File: config.mk
export PLATFORM = sky130hd
export DESIGN_NAME = network_sequencer
export DESIGN_NICKNAME = d
export VERILOG_FILES = /design/src/rtl/network_sequencer.sv
export SDC_FILE = /design/constraint.sdc
export NUM_CORES = 1
export LEC_CHECK = 0
export CAP_MARGIN = 20
export CELL_PAD_IN_SITES_DETAIL_PLACEMENT = 1
export CELL_PAD_IN_SITES_GLOBAL_PLACEMENT = 1
export CORE_MARGIN = 5
export CORE_UTILIZATION = 47
export CTS_CLUSTER_SIZE = 10
export DETAILED_ROUTE_END_ITERATION = 8
export GPL_TIMING_DRIVEN = 0
export PLACE_DENSITY = 0.87
export SLEW_MARGIN = 20
export SYNTH_ARGS = -nofsm -noshare
export SYNTH_HDL_FRONTEND = slang
export SYNTH_SLANG_ARGS = --single-unit
File: constraint.sdc
create_clock -name clk -period 6.4 [get_ports clk]
set_clock_uncertainty 0.2 [all_clocks]
set_input_delay 0.96 -clock clk [delete_from_list [all_inputs] [get_ports clk]]
set_output_delay 0.96 -clock clk [all_outputs]
set_load 0.01 [all_outputs]
File: src/rtl/network_sequencer.sv
// -----------------------------------------------------------------------------
// network_sequencer
//
// Sequences one forward pass of an N_LAYERS-deep conv1d pipeline for every
// rising edge of an asynchronous sample-rate strobe. A pass shifts the input
// buffers, then for each layer resets/starts the conv block, waits for its
// output-valid, clocks the activation cache between layers, and finally
// latches the last layer's output. The block also keeps pass-length
// statistics, counts sample edges that arrive while a pass is in flight,
// and flags layers that never produce a result.
//
// Ports
//   clk              system clock, rising edge
//   rst              asynchronous reset, active low
//   sample_clk       asynchronous sample strobe; each rising edge requests a pass
//   conv_out_v       per-layer conv output-valid (bit i = layer i)
//   lsb_shift        one-cycle pulse clocking the input left-shift buffers
//   conv_rst         one-hot one-cycle pulse resetting/starting conv layer i
//   cache_shift      one-cycle pulse clocking the activation cache after layer i
//   out_latch        one-cycle pulse capturing the final conv output
//   busy             high while a pass is in progress
//   overrun          one-cycle pulse when a sample edge arrives while busy
//   overrun_count    saturating count of overrun events
//   last_pass_cycles cycle length of the most recent completed pass
//   max_pass_cycles  largest completed pass length since reset
//   timeout_err      sticky flag: some layer exceeded TIMEOUT wait cycles
// -----------------------------------------------------------------------------
module network_sequencer #(
    parameter int unsigned N_LAYERS = 3,
    parameter int unsigned CNT_W    = 32,
    parameter int unsigned TIMEOUT  = 4096
) (
    input  logic                clk,
    input  logic                rst,
    input  logic                sample_clk,
    input  logic [N_LAYERS-1:0] conv_out_v,
    output logic                lsb_shift,
    output logic [N_LAYERS-1:0] conv_rst,
    output logic [N_LAYERS-2:0] cache_shift,
    output logic                out_latch,
    output logic                busy,
    output logic                overrun,
    output logic [CNT_W-1:0]    overrun_count,
    output logic [CNT_W-1:0]    last_pass_cycles,
    output logic [CNT_W-1:0]    max_pass_cycles,
    output logic                timeout_err
);

    localparam int unsigned     LI_W     = $clog2(N_LAYERS);
    localparam int unsigned     WC_W     = $clog2(TIMEOUT + 1);
    localparam logic [LI_W-1:0] LAST_LI  = LI_W'(N_LAYERS - 1);
    localparam logic [WC_W-1:0] WC_LIMIT = WC_W'(TIMEOUT - 1);

    typedef enum logic [2:0] {
        IDLE,
        SHIFT_IN,
        RST_CONV,
        WAIT_CONV,
        SHIFT_CACHE,
        LATCH_OUT
    } state_t;

    state_t          state;
    state_t          state_next;
    logic [LI_W-1:0] li;
    logic [LI_W-1:0] li_next;
    logic [WC_W-1:0] wc;
    logic [WC_W-1:0] wc_next;
    logic            timeout_hit;

    logic            s1;
    logic            s2;
    logic            s3;
    logic            start;

    logic [CNT_W-1:0] pc;

    // Next-cycle values of the registered outputs
    logic                lsb_shift_d;
    logic [N_LAYERS-1:0] conv_rst_d;
    logic [N_LAYERS-2:0] cache_shift_d;
    logic                out_latch_d;
    logic                busy_d;

    // -------------------------------------------------------------------------
    // Sample strobe synchronizer: s1/s2 resolve metastability, s3 holds the
    // previous synchronized level so a rising edge yields a single start.
    // -------------------------------------------------------------------------
    always_ff @(posedge clk or negedge rst) begin
        if (!rst) begin
            s1 <= 1'b0;
            s2 <= 1'b0;
            s3 <= 1'b0;
        end else begin
            s1 <= sample_clk;
            s2 <= s1;
            s3 <= s2;
        end
    end

    assign start = s2 & ~s3;

    // -------------------------------------------------------------------------
    // State register (with layer index and wait counter)
    // -------------------------------------------------------------------------
    always_ff @(posedge clk or negedge rst) begin
        if (!rst) begin
            state <= IDLE;
            li    <= '0;
            wc    <= '0;
        end else begin
            state <= state_next;
            li    <= li_next;
            wc    <= wc_next;
        end
    end

    // -------------------------------------------------------------------------
    // Next-state logic
    // -------------------------------------------------------------------------
    always_comb begin
        state_next  = state;
        li_next     = li;
        wc_next     = wc;
        timeout_hit = 1'b0;
        case (state)
            IDLE: begin
                if (start) begin
                    state_next = SHIFT_IN;
                    li_next    = '0;
                end
            end
            SHIFT_IN: begin
                state_next = RST_CONV;
            end
            RST_CONV: begin
                state_next = WAIT_CONV;
                wc_next    = '0;
            end
            WAIT_CONV: begin
                // Only the active layer's valid bit is looked at.
                if (conv_out_v[li]) begin
                    if (li < LAST_LI) begin
                        state_next = SHIFT_CACHE;
                    end else begin
                        state_next = LATCH_OUT;
                    end
                end else if (wc == WC_LIMIT) begin
                    // wc counts 0..TIMEOUT-1, so a stuck layer gets exactly
                    // TIMEOUT wait cycles before the pass is abandoned.
                    timeout_hit = 1'b1;
                    state_next  = IDLE;
                end else begin
                    wc_next = wc + 1'b1;
                end
            end
            SHIFT_CACHE: begin
                state_next = RST_CONV;
                li_next    = li + 1'b1;
            end
            LATCH_OUT: begin
                state_next = IDLE;
            end
            default: begin
                state_next = IDLE;
            end
        endcase
    end

    // -------------------------------------------------------------------------
    // Output decode. Decoding from the next state lets the registered pulses
    // line up exactly with the state cycle they belong to.
    // -------------------------------------------------------------------------
    always_comb begin
        lsb_shift_d = (state_next == SHIFT_IN);
        out_latch_d = (state_next == LATCH_OUT);
        busy_d      = (state_next != IDLE);
        conv_rst_d  = '0;
        for (int unsigned i = 0; i < N_LAYERS; i++) begin
            conv_rst_d[i] = (state_next == RST_CONV) && (li_next == LI_W'(i));
        end
        cache_shift_d = '0;
        for (int unsigned i = 0; i < N_LAYERS - 1; i++) begin
            cache_shift_d[i] = (state_next == SHIFT_CACHE) && (li_next == LI_W'(i));
        end
    end

    always_ff @(posedge clk or negedge rst) begin
        if (!rst) begin
            lsb_shift   <= 1'b0;
            conv_rst    <= '0;
            cache_shift <= '0;
            out_latch   <= 1'b0;
            busy        <= 1'b0;
        end else begin
            lsb_shift   <= lsb_shift_d;
            conv_rst    <= conv_rst_d;
            cache_shift <= cache_shift_d;
            out_latch   <= out_latch_d;
            busy        <= busy_d;
        end
    end

    // -------------------------------------------------------------------------
    // Overrun detection, timeout flag and pass statistics
    // -------------------------------------------------------------------------
    always_ff @(posedge clk or negedge rst) begin
        if (!rst) begin
            overrun          <= 1'b0;
            overrun_count    <= '0;
            timeout_err      <= 1'b0;
            pc               <= '0;
            last_pass_cycles <= '0;
            max_pass_cycles  <= '0;
        end else begin
            // A start seen in any non-IDLE state (LATCH_OUT included) is
            // dropped; IDLE is the only state that accepts it.
            overrun <= start && (state != IDLE);
            if (start && (state != IDLE) && (overrun_count != '1)) begin
                overrun_count <= overrun_count + 1'b1;
            end

            if (timeout_hit) begin
                timeout_err <= 1'b1;
            end

            // pc reads 1 during SHIFT_IN and equals the pass length in LATCH_OUT.
            if ((state == IDLE) && (state_next == SHIFT_IN)) begin
                pc <= CNT_W'(1);
            end else if ((state != IDLE) && (pc != '1)) begin
                pc <= pc + 1'b1;
            end

            if (state == LATCH_OUT) begin
                last_pass_cycles <= pc;
                if (pc > max_pass_cycles) begin
                    max_pass_cycles <= pc;
                end
            end
        end
    end

endmodule

## Yosys cells after proc, flatten, opt, wreduce, memory -nomap -nowiden

Cells that the tools add are included.

- Flip-flop bits (word level): 159
- Bits of input ports: 6
- Output and inout bits: 106

- $add $sub $neg: 4
- Magnitude comparators: 3
- Eq/ne operators: 16
- Mux-type cells: 17
- Bitwise logic cells: 2
- Reductions and logical operators: 18

Operators by type and width:

| kind | number |
|---|---|
| 32-bit by 1-bit adder with 32-bit output, second input constant | 2 |
| 32-bit two-way mux | 2 |
| 32-bit != test, second input constant | 2 |
| 32-bit greater-than comparator | 1 |
| 13-bit two-way mux | 2 |
| 13-bit case mux with 2 select lines | 1 |
| 13-bit by 1-bit adder with 13-bit output, second input constant | 1 |
| 13-bit by 12-bit equality test with 1-bit output, second input constant | 1 |
| 3-bit equality test, second input constant | 4 |
| 3-bit case mux with 4 select lines | 1 |
| 3-bit by 2-bit equality test with 1-bit output, second input constant | 3 |
| 1-bit logical AND | 9 |
| 3-bit two-way mux | 3 |
| 3-bit by 1-bit equality test with 1-bit output, second input constant | 2 |
| 3-bit nonzero test | 2 |
| 1-bit two-way mux | 5 |
| 2-bit != test, second input constant | 2 |
| 2-bit case mux with 2 select lines | 1 |
| 2-bit nonzero test | 2 |
| 3-bit logical NOT | 1 |
| 2-bit by 3-bit < comparator with 1-bit output, second input constant | 1 |
| 3-bit AND reduction | 1 |
| 2-bit by 1-bit adder with 2-bit output, second input constant | 1 |
| 1-bit binary-select mux with 2-bit select | 1 |
| 9 further kinds | 9 |

## Logic depth before layout (Yosys ltp)

Gate-level depths: netlist of run 1.

- Depth in word-level cells: 7
- Mapped depth: 9
- Gate-level depth less buffers: 8

## Worst setup path before layout of run 1

Ideal clock, no wire load.

- Kind: flip-flop to flip-flop
- From: register max_pass_cycles[1]
- To: register max_pass_cycles[21]
- Arrival: 2421 ps
- Path slack: 3655 ps
- Cell stages (with the launch flop): 10
- Path buffers: 1
- Period minus slack after synthesis: 2745 ps
- Cells stage by stage: dfrtp_1 inv_1 ha_1 nor2b_1 o211ai_1 a2111oi_0 or4_1 a31oi_2 buf_4 mux2_2

- Longest elaborated chain between the ends: 2

Ends and longest elaborated chain:

| element | RTL line | RTL |
|---|---|---|
| start: declaration | 45 | `output logic [CNT_W-1:0] max_pass_cycles,` |
| start signal: assignment | 237 | `max_pass_cycles <= pc;` |
| 32-bit greater-than comparator | 236 | `if (pc > max_pass_cycles) begin` |
| 2-bit AND reduction (no line) | -- |  |

Every way passes these cells.
A chain may end at the register's enable or synchronous reset.

## Final worst setup path of run 1

- From: register pc[15]
- To: register max_pass_cycles[29]

- Longest elaborated chain between the ends: 2

Ends and longest elaborated chain:

| element | RTL line | RTL |
|---|---|---|
| start: declaration | 76 | `logic [CNT_W-1:0] pc;` |
| start signal: assignment | 231 | `pc <= pc + 1'b1;` |
| 32-bit greater-than comparator | 236 |  |
| 2-bit AND reduction (no line) | -- |  |

Every way passes these cells.

==> results.md, run 1 <==
* MaxCap Viol Count at 0
* Tot GR Track Use at 24.8%
* Crit path kind: flip-flop to flip-flop
* Initial antenna violation count at 0
* Initial detailed-routing violation count at 289
* Area Overhead vs Synth at 26.5%
* Worst setup SP type: flip-flop
* Status: completed
* Detail Placement HPWL at 15,800 um
* Synth warnings at 0
* Crit path arrival time at 3.49 ns
* Synth unique cells at 61
* Via/cell ratio at 5.75
* H-tree Lvls at 4
* Die width at 139 um
* RSZ-0062 raised after global routing: false
* Cts repair resizes at 0
* FFs w/ async S/R, synth at 100%
* Top FF cell, synth: dfrtp_1
* Crit-path cells: ha_1 -> nand4_1 -> nor4_1 -> a21o_1 -> a31oi_1 -> a31oi_2 -> buf_4 -> mux2_2
* Total Power at 3.08 mW
* WP data required at 6.51 ns
* Critical Path End Type: flip-flop
* Die Y at 139 um
* Clock root cell: clkbuf_16
* Congestion Overflow GR at 0
* CP Max Fanout at 10
* CP peak stage delay at 0.65 ns
* Post-DRT Antenna Nets at 0
* Slew headroom at 35.2%
* Final #Nets at 893
* Antenna Cells at 0
* Post-synthesis cell count at 721
* Full die area at 19,300 um2
* First-pass iteration count of the detailed router at 5
* Mapped cell area at 7800 um2
* Worst-skew pair later-pin latency at 0.43 ns
* Final Hold Viols at 0
* Met2 Use GR at 45.2%
* Setup Buffers After CTS at 0
* Worst VDD drop at 233 uV
* Setup_tns at 0 ns
* Largest net degree at the start of global routing at 85
* Core Footprint at 16,500 um2
* Setup violators final at 0
* Clk sinks at 159
* Initial Utilization at 47.4%
* Hold-fix buffers, CTS at 0
* Hold Path Class: flip-flop to flip-flop
* IO Port Bufs at 111
* Worst-path clk slew at 0.06 ns
* Routed len/inst at 21.5 um
* Vias in the first global route at 7,034
* Slowest CP cell: nor4_1
* Most crowded layer after global routing: met2
* Post-synthesis sequential element count at 159
* Synth area leader: dfrtp_1
* Synth area leaders: dfrtp_1 51%, mux2_2 8.8%, ha_1 5.6%, xnor2_1 3.4%, xor2_1 3.0%
* Total number of vias at 6,236
* I/O pins at 112
* WL final at 23,300 um
* P_leak at 4.44 nW
* Buf+Inv Stages, Crit Path at 1
* GP Congestion at 0.803
* Post-Syn Area per Cell at 10.8 um2
* Final Critical Period at 3.38 ns
* Max-slew violations at 0
* Share of post-route cells with drive strength above 1 at 13.0%
* First-pass GRT wire length at 38,500 um
* Area of the multi-input gates at 3570 um2
* Post-synth net total at 762
* Met1 Resource Use GR at 27.9%
* CP delay by family, top: simple AND/OR/NAND/NOR gates
* Final core occ at 59.9%
* Synth top area share at 51.0%
* Row count at 47
* Num CTS Buffers at 17
* GR Layer Usage met3 at 5.66%
* Clock tree from TritonCTS: done
* Period utilization at 52.8%
* Cell Pwr Density at 312 nW/um2
* Fillcell total at 1,728
* FF/Latch Area at 3980 um2
* Seq/Total Area, Yosys at 51.0%
* Slew at the pin closest to its max-slew limit at 0.964 ns
* Fmax at 296 MHz
* Residual DRC at 0
* Clock buffer depth at 2
* Post-synth EDFFs at 0
through the flow:
step	hold WS, ns	std cells	worst slack, ns	instance area (um2)
2_1_floorplan	0.131	721	3.65	7800
3_3_place_gp	0.135	1052	-2.07	9190
3_5_place_dp	0.138	1053	2.94	9220
4_1_cts	0.164	1084	3.05	9870
5_1_grt	0.175	1084	2.92	9870
6_report	0.163	1084	3.02	9870
synthesized netlist by cell type, types with 3 or more instances:
master	count
nor2b_1	7
mux2i_1	6
dfrtp_1	159
nand3_1	24
ha_1	35
a21oi_1	20
buf_2	3
o21ai_0	25
xnor2_1	30
and2_1	5
mux2_2	61
and3_1	12
nand2b_1	6
nor3_1	18
inv_1	42
and4_1	5
buf_1	4
a21o_1	3
xor2_1	27
a22o_1	3
clkbuf_1	11
o21ai_1	3
a211oi_1	5
nor2_1	61
buf_4	3
a31oi_1	4
or3_1	6
nand2_1	55
nor4_1	5
o211ai_1	4
nand4b_1	3
nand4_1	31
cells in the final DEF, fill, tap and decap left out, drive strengths merged, types with 6 or more instances in the layout:
master	Yosys	routed
dfrtp	159	159
clkdlybuf4s50	0	110
nor2	61	61
mux2	61	61
nand2	55	55
inv	43	43
ha	35	35
nand4	33	33
clkbuf	12	33
xnor2	31	31
o21ai	28	28
xor2	27	27
nand3	25	25
a21oi	20	20
nor3	18	18
and3	12	12
buf	10	12
nor2b	7	7
or3	7	7
nor4	7	7
mux2i	6	6
nand2b	6	6
layout make-up:
type,instances,area share [%]
Sequential cell,159,40.3
Multi-Input combinational cell,497,36.1
Timing Repair Buffer,112,11.6
Clock buffer,21,4.67
Tap cell,220,2.79
Clock inverter,10,1.88
Inverter,43,1.64
Buffer,22,1.00
report_power, final:
part | leakage [nW] | internal (mW) | switching (mW)
Clock | 0.313 | 0.711 | 0.417
Sequential | 2.17 | 1.11 | 0.115
Combinational | 1.96 | 0.305 | 0.424
Total | 4.44 | 2.12 | 0.957
cells by family (layout without fill, tap and decap cells):
logic type / after synthesis / in the layout / synth area share [%]
and+or+nand+nor: 256 / 256 / 17.5
xor gates and xnor gates: 58 / 58 / 6.60
adders and majority gates: 35 / 35 / 5.61
DFF: 159 / 159 / 51.0
buffers and inverters: 65 / 208 / 3.33
AOI/OAI and AO/OA: 81 / 81 / 6.43
muxes: 67 / 67 / 9.57
sequential cells by signal, summed over array words and instances, names as in the netlist, 2 cells and up:
signal / cells
last_pass_cycles: 32
wc: 13
pc: 32
state: 3
cache_shift: 2
conv_rst: 3
max_pass_cycles: 32
li: 2
overrun_count: 32
metal layers:
layer / wire length, um / share of wire, %
met1: 9170 / 39
met2: 12300 / 53
met3: 1020 / 4.4
met4: 778 / 3.3
met5: 0 / 0
path summary, 6_finish.rpt:
| check | from | end | slack [ns] | depth (start not counted) |
|---|---|---|---|---|
| min in group asynchronous | rst | max_pass_cycles[20]$_DFFE_PN0P_ | 0.31 | 1 |
| worst min-delay path | s1$_DFF_PN0_ | s2$_DFF_PN0_ | 0.16 | 0 |
| worst min register to register | s1$_DFF_PN0_ | s2$_DFF_PN0_ | 0.16 | 0 |
| worst max register to register | pc[15]$_DFFE_PN0P_ | max_pass_cycles[29]$_DFFE_PN0P_ | 3.02 | 8 |
| worst max-delay path | pc[15]$_DFFE_PN0P_ | max_pass_cycles[29]$_DFFE_PN0P_ | 3.02 | 8 |
| max in group asynchronous | rst | overrun_count[21]$_DFFE_PN0P_ | 4.86 | 2 |
(Power assumes the default switching activity.)
==> run 2, diff against run 1 <==
CORE_UTILIZATION = 39   (was 47)
PLACE_DENSITY = 0.77   (was 0.87)
clock period = 2.98 ns   (was 6.4 ns; I/O delays follow)
==> results.md, run 2 (synthesis results as in run 1) <==
* Status: completed
* Core Footprint at 19,600 um2 (+19%)
* Buf+Inv Stages, Crit Path at 2 (+1)
* Fin worst setup slack at 0.0262 ns (-2.99 ns)
* First-pass iteration count of the detailed router at 6 (+1)
* CP peak stage delay at 0.57 ns (-0.08 ns)
* First-pass GRT wire length at 32,300 um (-16%)
* GP Congestion at 0.764 (-4.8%)
* Hold Path Class: flip-flop to flip-flop
* Vias in the first global route at 6,386 (-9.2%)
* Placed cell areas at 9310 um2 (+0.91%)
* Period utilization at 99.1% (+46 points)
* Fmax at 339 MHz (+14%)
* CP delay by family, top: simple AND/OR/NAND/NOR gates
* Detail Placement HPWL at 14,000 um (-11%)
* Most frequent cells in the layout: 154 x dfrtp_1, 110 x clkdlybuf4s50_1, 61 x nor2_1, 61 x mux2_2, 55 x nand2_1
* Clock root cell: clkbuf_16
* Worst VDD drop at 472 uV (+100%)
* Clk sinks at 159 (unchanged)
* MaxCap Viol Count at 0 (unchanged)
* GR Layer Usage met3 at 4.64% (-1.0 points)
* Num CTS Buffers at 17 (unchanged)
* Post-DRT Antenna Nets at 0 (unchanged)
* Initial Utilization at 39.8% (-7.6 points)
* Initial antenna violation count at 0 (unchanged)
* Clock buffer depth at 2 (unchanged)
* Cell Pwr Density at 628 nW/um2 (+100%)
* Worst-path clk slew at 0.06 ns (about the same)
* Final Hold Viols at 0 (unchanged)
* WL final at 19,600 um (-16%)
* Area Overhead vs Synth at 28.7%
* Leading cell type in the layout, fill and taps excluded: dfrtp_1
* IO Port Bufs at 111 (unchanged)
* Congestion Overflow GR at 0 (unchanged)
* Tot GR Track Use at 17.6% (-7.2 points)
* Slew at the pin closest to its max-slew limit at 0.754 ns (-0.210 ns)
* Fin area at 10,000 um2 (+1.8%)
* Final #Nets at 907 (+1.6%)
* Worst-skew pair later-pin latency at 0.42 ns (about the same)
* Hold Path Depth at 0 (unchanged)
* Residual DRC at 0 (unchanged)
* Clock tree from TritonCTS: done
* Met2 Use GR at 30.1% (-15 points)
* Critical Path End Type: flip-flop
* Worst setup SP type: flip-flop
* Crit path kind: flip-flop to flip-flop
* Slowest CP cell: or4_4
* FF/Latch Area at 3990 um2 (+0.16%)
* H-tree Lvls at 4 (unchanged)
* Total Power at 6.30 mW (+100%)
* I/O pins at 112 (unchanged)
* Dpl ws at -0.394 ns (-3.34 ns)
* WP data required at 3.09 ns (-3.42 ns)
* CP Max Fanout at 10 (unchanged)
* Met1 Resource Use GR at 22.3% (-5.5 points)
* Max-slew violations at 0 (unchanged)
* Worst Reg2Reg Path Length in Cells at 9 (+1)
* Most crowded layer after global routing: met2
* Crit path arrival time at 3.06 ns (-0.43 ns)
* Die Y at 151 um (+9.1%)
* Via/cell ratio at 5.22 (-9.3%)
* Share of post-route cells with drive strength above 1 at 15.2% (+2.3 points)
* P_leak at 4.48 nW (+0.92%)
* Routed len/inst at 17.1 um (-20%)
* Row count at 51 (+8.5%)
* Initial detailed-routing violation count at 322 (+11%)
* Area of the multi-input gates at 3610 um2 (+1.4%)
* Total number of vias at 5,967 (-4.3%)
* Full die area at 22,900 um2 (+19%)
* Hold WS at 0.148 ns (-0.0154 ns)
* Crit-path cells: ha_1 -> nor2b_1 -> o211ai_1 -> a2111oi_1 -> or4_4 -> a31oi_4 -> buf_4 -> buf_8 -> mux2_2
* Setup_tns at 0 ns (unchanged)
* Largest net degree at the start of global routing at 66 (-22%)
* Crit path depth at 9 (+1)
* Slew headroom at 49.7% (+15 points)
* Die width at 151 um (+9.1%)
* Setup violators final at 0 (unchanged)
* Fillcell total at 2,139 (+24%)
* Antenna Cells at 0 (unchanged)
* Final Critical Period at 2.95 ns (-0.426 ns)
[run 2: power by group]
group | switching (mW) | leakage, nW | internal [mW]
sequential | 0.227 | 2.16 | 2.38
combinational | 0.896 | 2.05 | 0.712
clock | 0.878 | 0.269 | 1.22
[run 2: layer usage]
layer | wire [um] | vias up
met2 | 9860 | 103
met3 | 843 | 19
met5 | 0 | -
met4 | 293 | 0
li1 | - | 2818
met1 | 8600 | 3027
[run 2: what timing repair did]
action                                 CTS  global route
resized for setup                       10             9
pin swaps                                1             5
hold buffers                             1             0
setup endpoints to repair               34            30
endpoints found under the hold margin   35             0
buffers inserted                         1            11
[run 2: path summary, 6_finish.rpt]
check / start / end / slack, ns
max reg2reg: pc[1]$_DFFE_PN0P_ / max_pass_cycles[6]$_DFFE_PN0P_ / 0.03
max: pc[1]$_DFFE_PN0P_ / max_pass_cycles[6]$_DFFE_PN0P_ / 0.03
min reg2reg: s1$_DFF_PN0_ / s2$_DFF_PN0_ / 0.15
min in group asynchronous: rst / max_pass_cycles[23]$_DFFE_PN0P_ / 0.28
max in group asynchronous: rst / pc[11]$_DFFE_PN0P_ / 1.36
min: s1$_DFF_PN0_ / s2$_DFF_PN0_ / 0.15
[run 2: metrics by stage]
step | utilization (%) | instances
final | 51.3 | 1144
after global routing | 51.3 | 1144
after global placement | 47.2 | 1097
after floorplan | - | 721
after CTS | 50.8 | 1133
after detailed placement | 47.5 | 1099
[run 2: area by class of cell]
| cell class | instances | area share (%) |
|---|---|---|
| buffer | 22 | 1.17 |
| sequential | 159 | 39.7 |
| clock inverter | 9 | 0.847 |
| timing repair buffer | 126 | 12.7 |
| inverter | 43 | 1.61 |
| clock buffer | 23 | 4.76 |
| tap | 265 | 3.30 |
| multi-input combinational | 497 | 36.0 |
==> run 3, diff against run 2 <==
CORE_UTILIZATION = 35   (was 39)
PLACE_DENSITY = 0.71   (was 0.77)
SLEW_MARGIN = 40   (was 20)
==> results.md, run 3 (synthesis results as in run 1) <==
* R2r startpoint: max_pass_cycles[13]$_DFFE_PN0P_
* First-pass GRT wire length at 33,200 um (+2.9%)
* Dpl ws at -0.388 ns (+0.00604 ns)
* Setup violators final at 0 (unchanged)
* Clock tree from TritonCTS: done
* HP Start: s1$_DFF_PN0_
* Setup_tns at 0 ns (unchanged)
* Die width at 159 um (+5.2%)
* Worst setup SP type: flip-flop
* Antenna Cells at 0 (unchanged)
* Total number of vias at 5,980 (+0.22%)
* Initial antenna violation count at 0 (unchanged)
* Vias in the first global route at 6,200 (-2.9%)
* Hold Path Class: flip-flop to flip-flop
* Worst-skew pair later-pin latency at 0.42 ns (about the same)
* Largest net degree at the start of global routing at 72 (+9.1%)
* Hold Path Depth at 0 (unchanged)
* Hold WS at 0.162 ns (+0.0142 ns)
* Critical Path End Type: flip-flop
* Post-DRT Antenna Nets at 0 (unchanged)
* Full die area at 25,400 um2 (+11%)
* Die Y at 159 um (+5.2%)
* Fin worst setup slack at 0.0699 ns (+0.0436 ns)
* Status: completed
* Slew headroom at 50.5% (+0.80 points)
* Period utilization at 97.7% (-1.5 points)
* Fmax at 344 MHz (+1.5%)
* Num CTS Buffers at 17 (unchanged)
* Worst Reg2Reg Path Length in Cells at 11 (+2)
* Final Hold Viols at 0 (unchanged)
* Clk sinks at 159 (unchanged)
* MaxCap Viol Count at 0 (unchanged)
* I/O pins at 112 (unchanged)
* Final #Nets at 922 (+1.7%)
* Slew at the pin closest to its max-slew limit at 0.742 ns (-0.0121 ns)
* H-tree Lvls at 4 (unchanged)
* Fillcell total at 2,403 (+12%)
* Most frequent cells in the layout: 148 x dfrtp_1, 110 x clkdlybuf4s50_1, 61 x nor2_1, 61 x mux2_2, 55 x nand2_1
* Routed len/inst at 17.4 um (+1.6%)
* Tot GR Track Use at 15.8% (-1.8 points)
* WP data required at 3.09 ns (about the same)
* GP Congestion at 0.776 (+1.5%)
* Crit Reg-Reg Endpoint: max_pass_cycles[20]$_DFFE_PN0P_
* Core Footprint at 21,900 um2 (+12%)
* Placed cell areas at 9330 um2 (+0.26%)
* Worst-path clk slew at 0.07 ns (about the same)
* Area Overhead vs Synth at 31.3%
* P_leak at 4.59 nW (+2.3%)
* Fin area at 10,200 um2 (+2.0%)
* Hold EP: s2$_DFF_PN0_
* Leading cell type in the layout, fill and taps excluded: dfrtp_1
* Detail Placement HPWL at 14,000 um (-0.13%)
* Clock root cell: clkbuf_16
* Residual DRC at 0 (unchanged)
* Final Critical Period at 2.91 ns (-0.0436 ns)
* WL final at 20,400 um (+4.2%)
* Initial detailed-routing violation count at 185 (-43%)
* Via/cell ratio at 5.09 (-2.3%)
* Cell Pwr Density at 623 nW/um2 (-0.69%)
* Share of post-route cells with drive strength above 1 at 18.3% (+3.1 points)
* Crit path arrival time at 3.02 ns (-0.04 ns)
* Row count at 54 (+5.9%)
* Max-slew violations at 0 (unchanged)
* R2R setup slack at 0.07 ns (+0.04 ns)
* First-pass iteration count of the detailed router at 4 (-2)
* CP Max Fanout at 10 (unchanged)
* IO Port Bufs at 111 (unchanged)
* Worst VDD drop at 379 uV (-20%)
* Clock buffer depth at 2 (unchanged)
* Crit path kind: flip-flop to flip-flop
* Initial Utilization at 35.7% (-4.2 points)
* Congestion Overflow GR at 0 (unchanged)
-- run 3: stage by stage --
| stage | util (%) | power, mW | std cells |
|---|---|---|---|
| after floorplan | - | 3.47 | 721 |
| after global placement | 42.3 | 4.12 | 1112 |
| after detailed placement | 42.6 | 4.17 | 1114 |
| after CTS | 45.9 | 6.46 | 1151 |
| after global routing | 46.8 | 6.75 | 1174 |
| final | 46.8 | 6.39 | 1174 |
-- run 3: worst max-delay path by stage --
stage	from	endpoint	slack (ns)	cells past startpoint
floorplan	max_pass_cycles[1]$_DFFE_PN0P_	max_pass_cycles[21]$_DFFE_PN0P_	0.23	9
global placement	rst	overrun_count[8]$_DFFE_PN0P_	-5.50	1
detailed placement	pc[14]$_DFFE_PN0P_	max_pass_cycles[7]$_DFFE_PN0P_	-0.39	8
CTS	pc[29]$_DFFE_PN0P_	max_pass_cycles[2]$_DFFE_PN0P_	0.003	9
global route	max_pass_cycles[13]$_DFFE_PN0P_	max_pass_cycles[22]$_DFFE_PN0P_	-0.03	11
finish	max_pass_cycles[13]$_DFFE_PN0P_	max_pass_cycles[20]$_DFFE_PN0P_	0.07	11
-- run 3: repair_timing --
action	in CTS	in global routing
cloned	1	0
hold buffers	1	0
endpoints found under the hold margin	36	0
endpoints found under the setup margin	32	30
resized for setup	14	13
pin swaps	4	6
setup buffers	3	24
-- run 3: final cells by class --
class	instances	area, um2	share of cell area, %
tap	280	350	3.42
clock buffer	17	425	4.15
clock inverter	15	151	1.48
multi-input combinational	497	3650	35.7
buffer	22	114	1.11
inverter	43	161	1.58
timing repair buffer	141	1400	13.6
sequential	159	3990	39.0
-- run 3: worst max-delay path: stages, from the launching register on --
cell and delay, ns:
dfrtp_1 0.37, inv_1 0.09, ha_4 0.28, nand4_1 0.21
buf_4 0.22, nor4_4 0.32, a21o_1 0.17, a31oi_1 0.06
a31oi_4 0.19, buf_12 0.17, buf_6 0.16, mux2_2 0.35
-- run 3: per-layer routing --
| layer | GRT usage [%] | routed length, um |
|---|---|---|
| met4 | 4.73 | 250 |
| met2 | 26.2 | 10200 |
| met5 | 0 | 0 |
| met3 | 4.09 | 829 |
| met1 | 20.6 | 9180 |
-- run 3: power breakdown --
| group | leakage, nW | switching (mW) | total, mW | internal (mW) |
|---|---|---|---|---|
| Sequential | 2.15 | 0.231 | 2.61 | 2.38 |
| Combinational | 2.15 | 0.905 | 1.62 | 0.717 |
| Clock | 0.283 | 0.979 | 2.16 | 1.18 |
| Total | 4.59 | 2.12 | 6.39 | 4.27 |
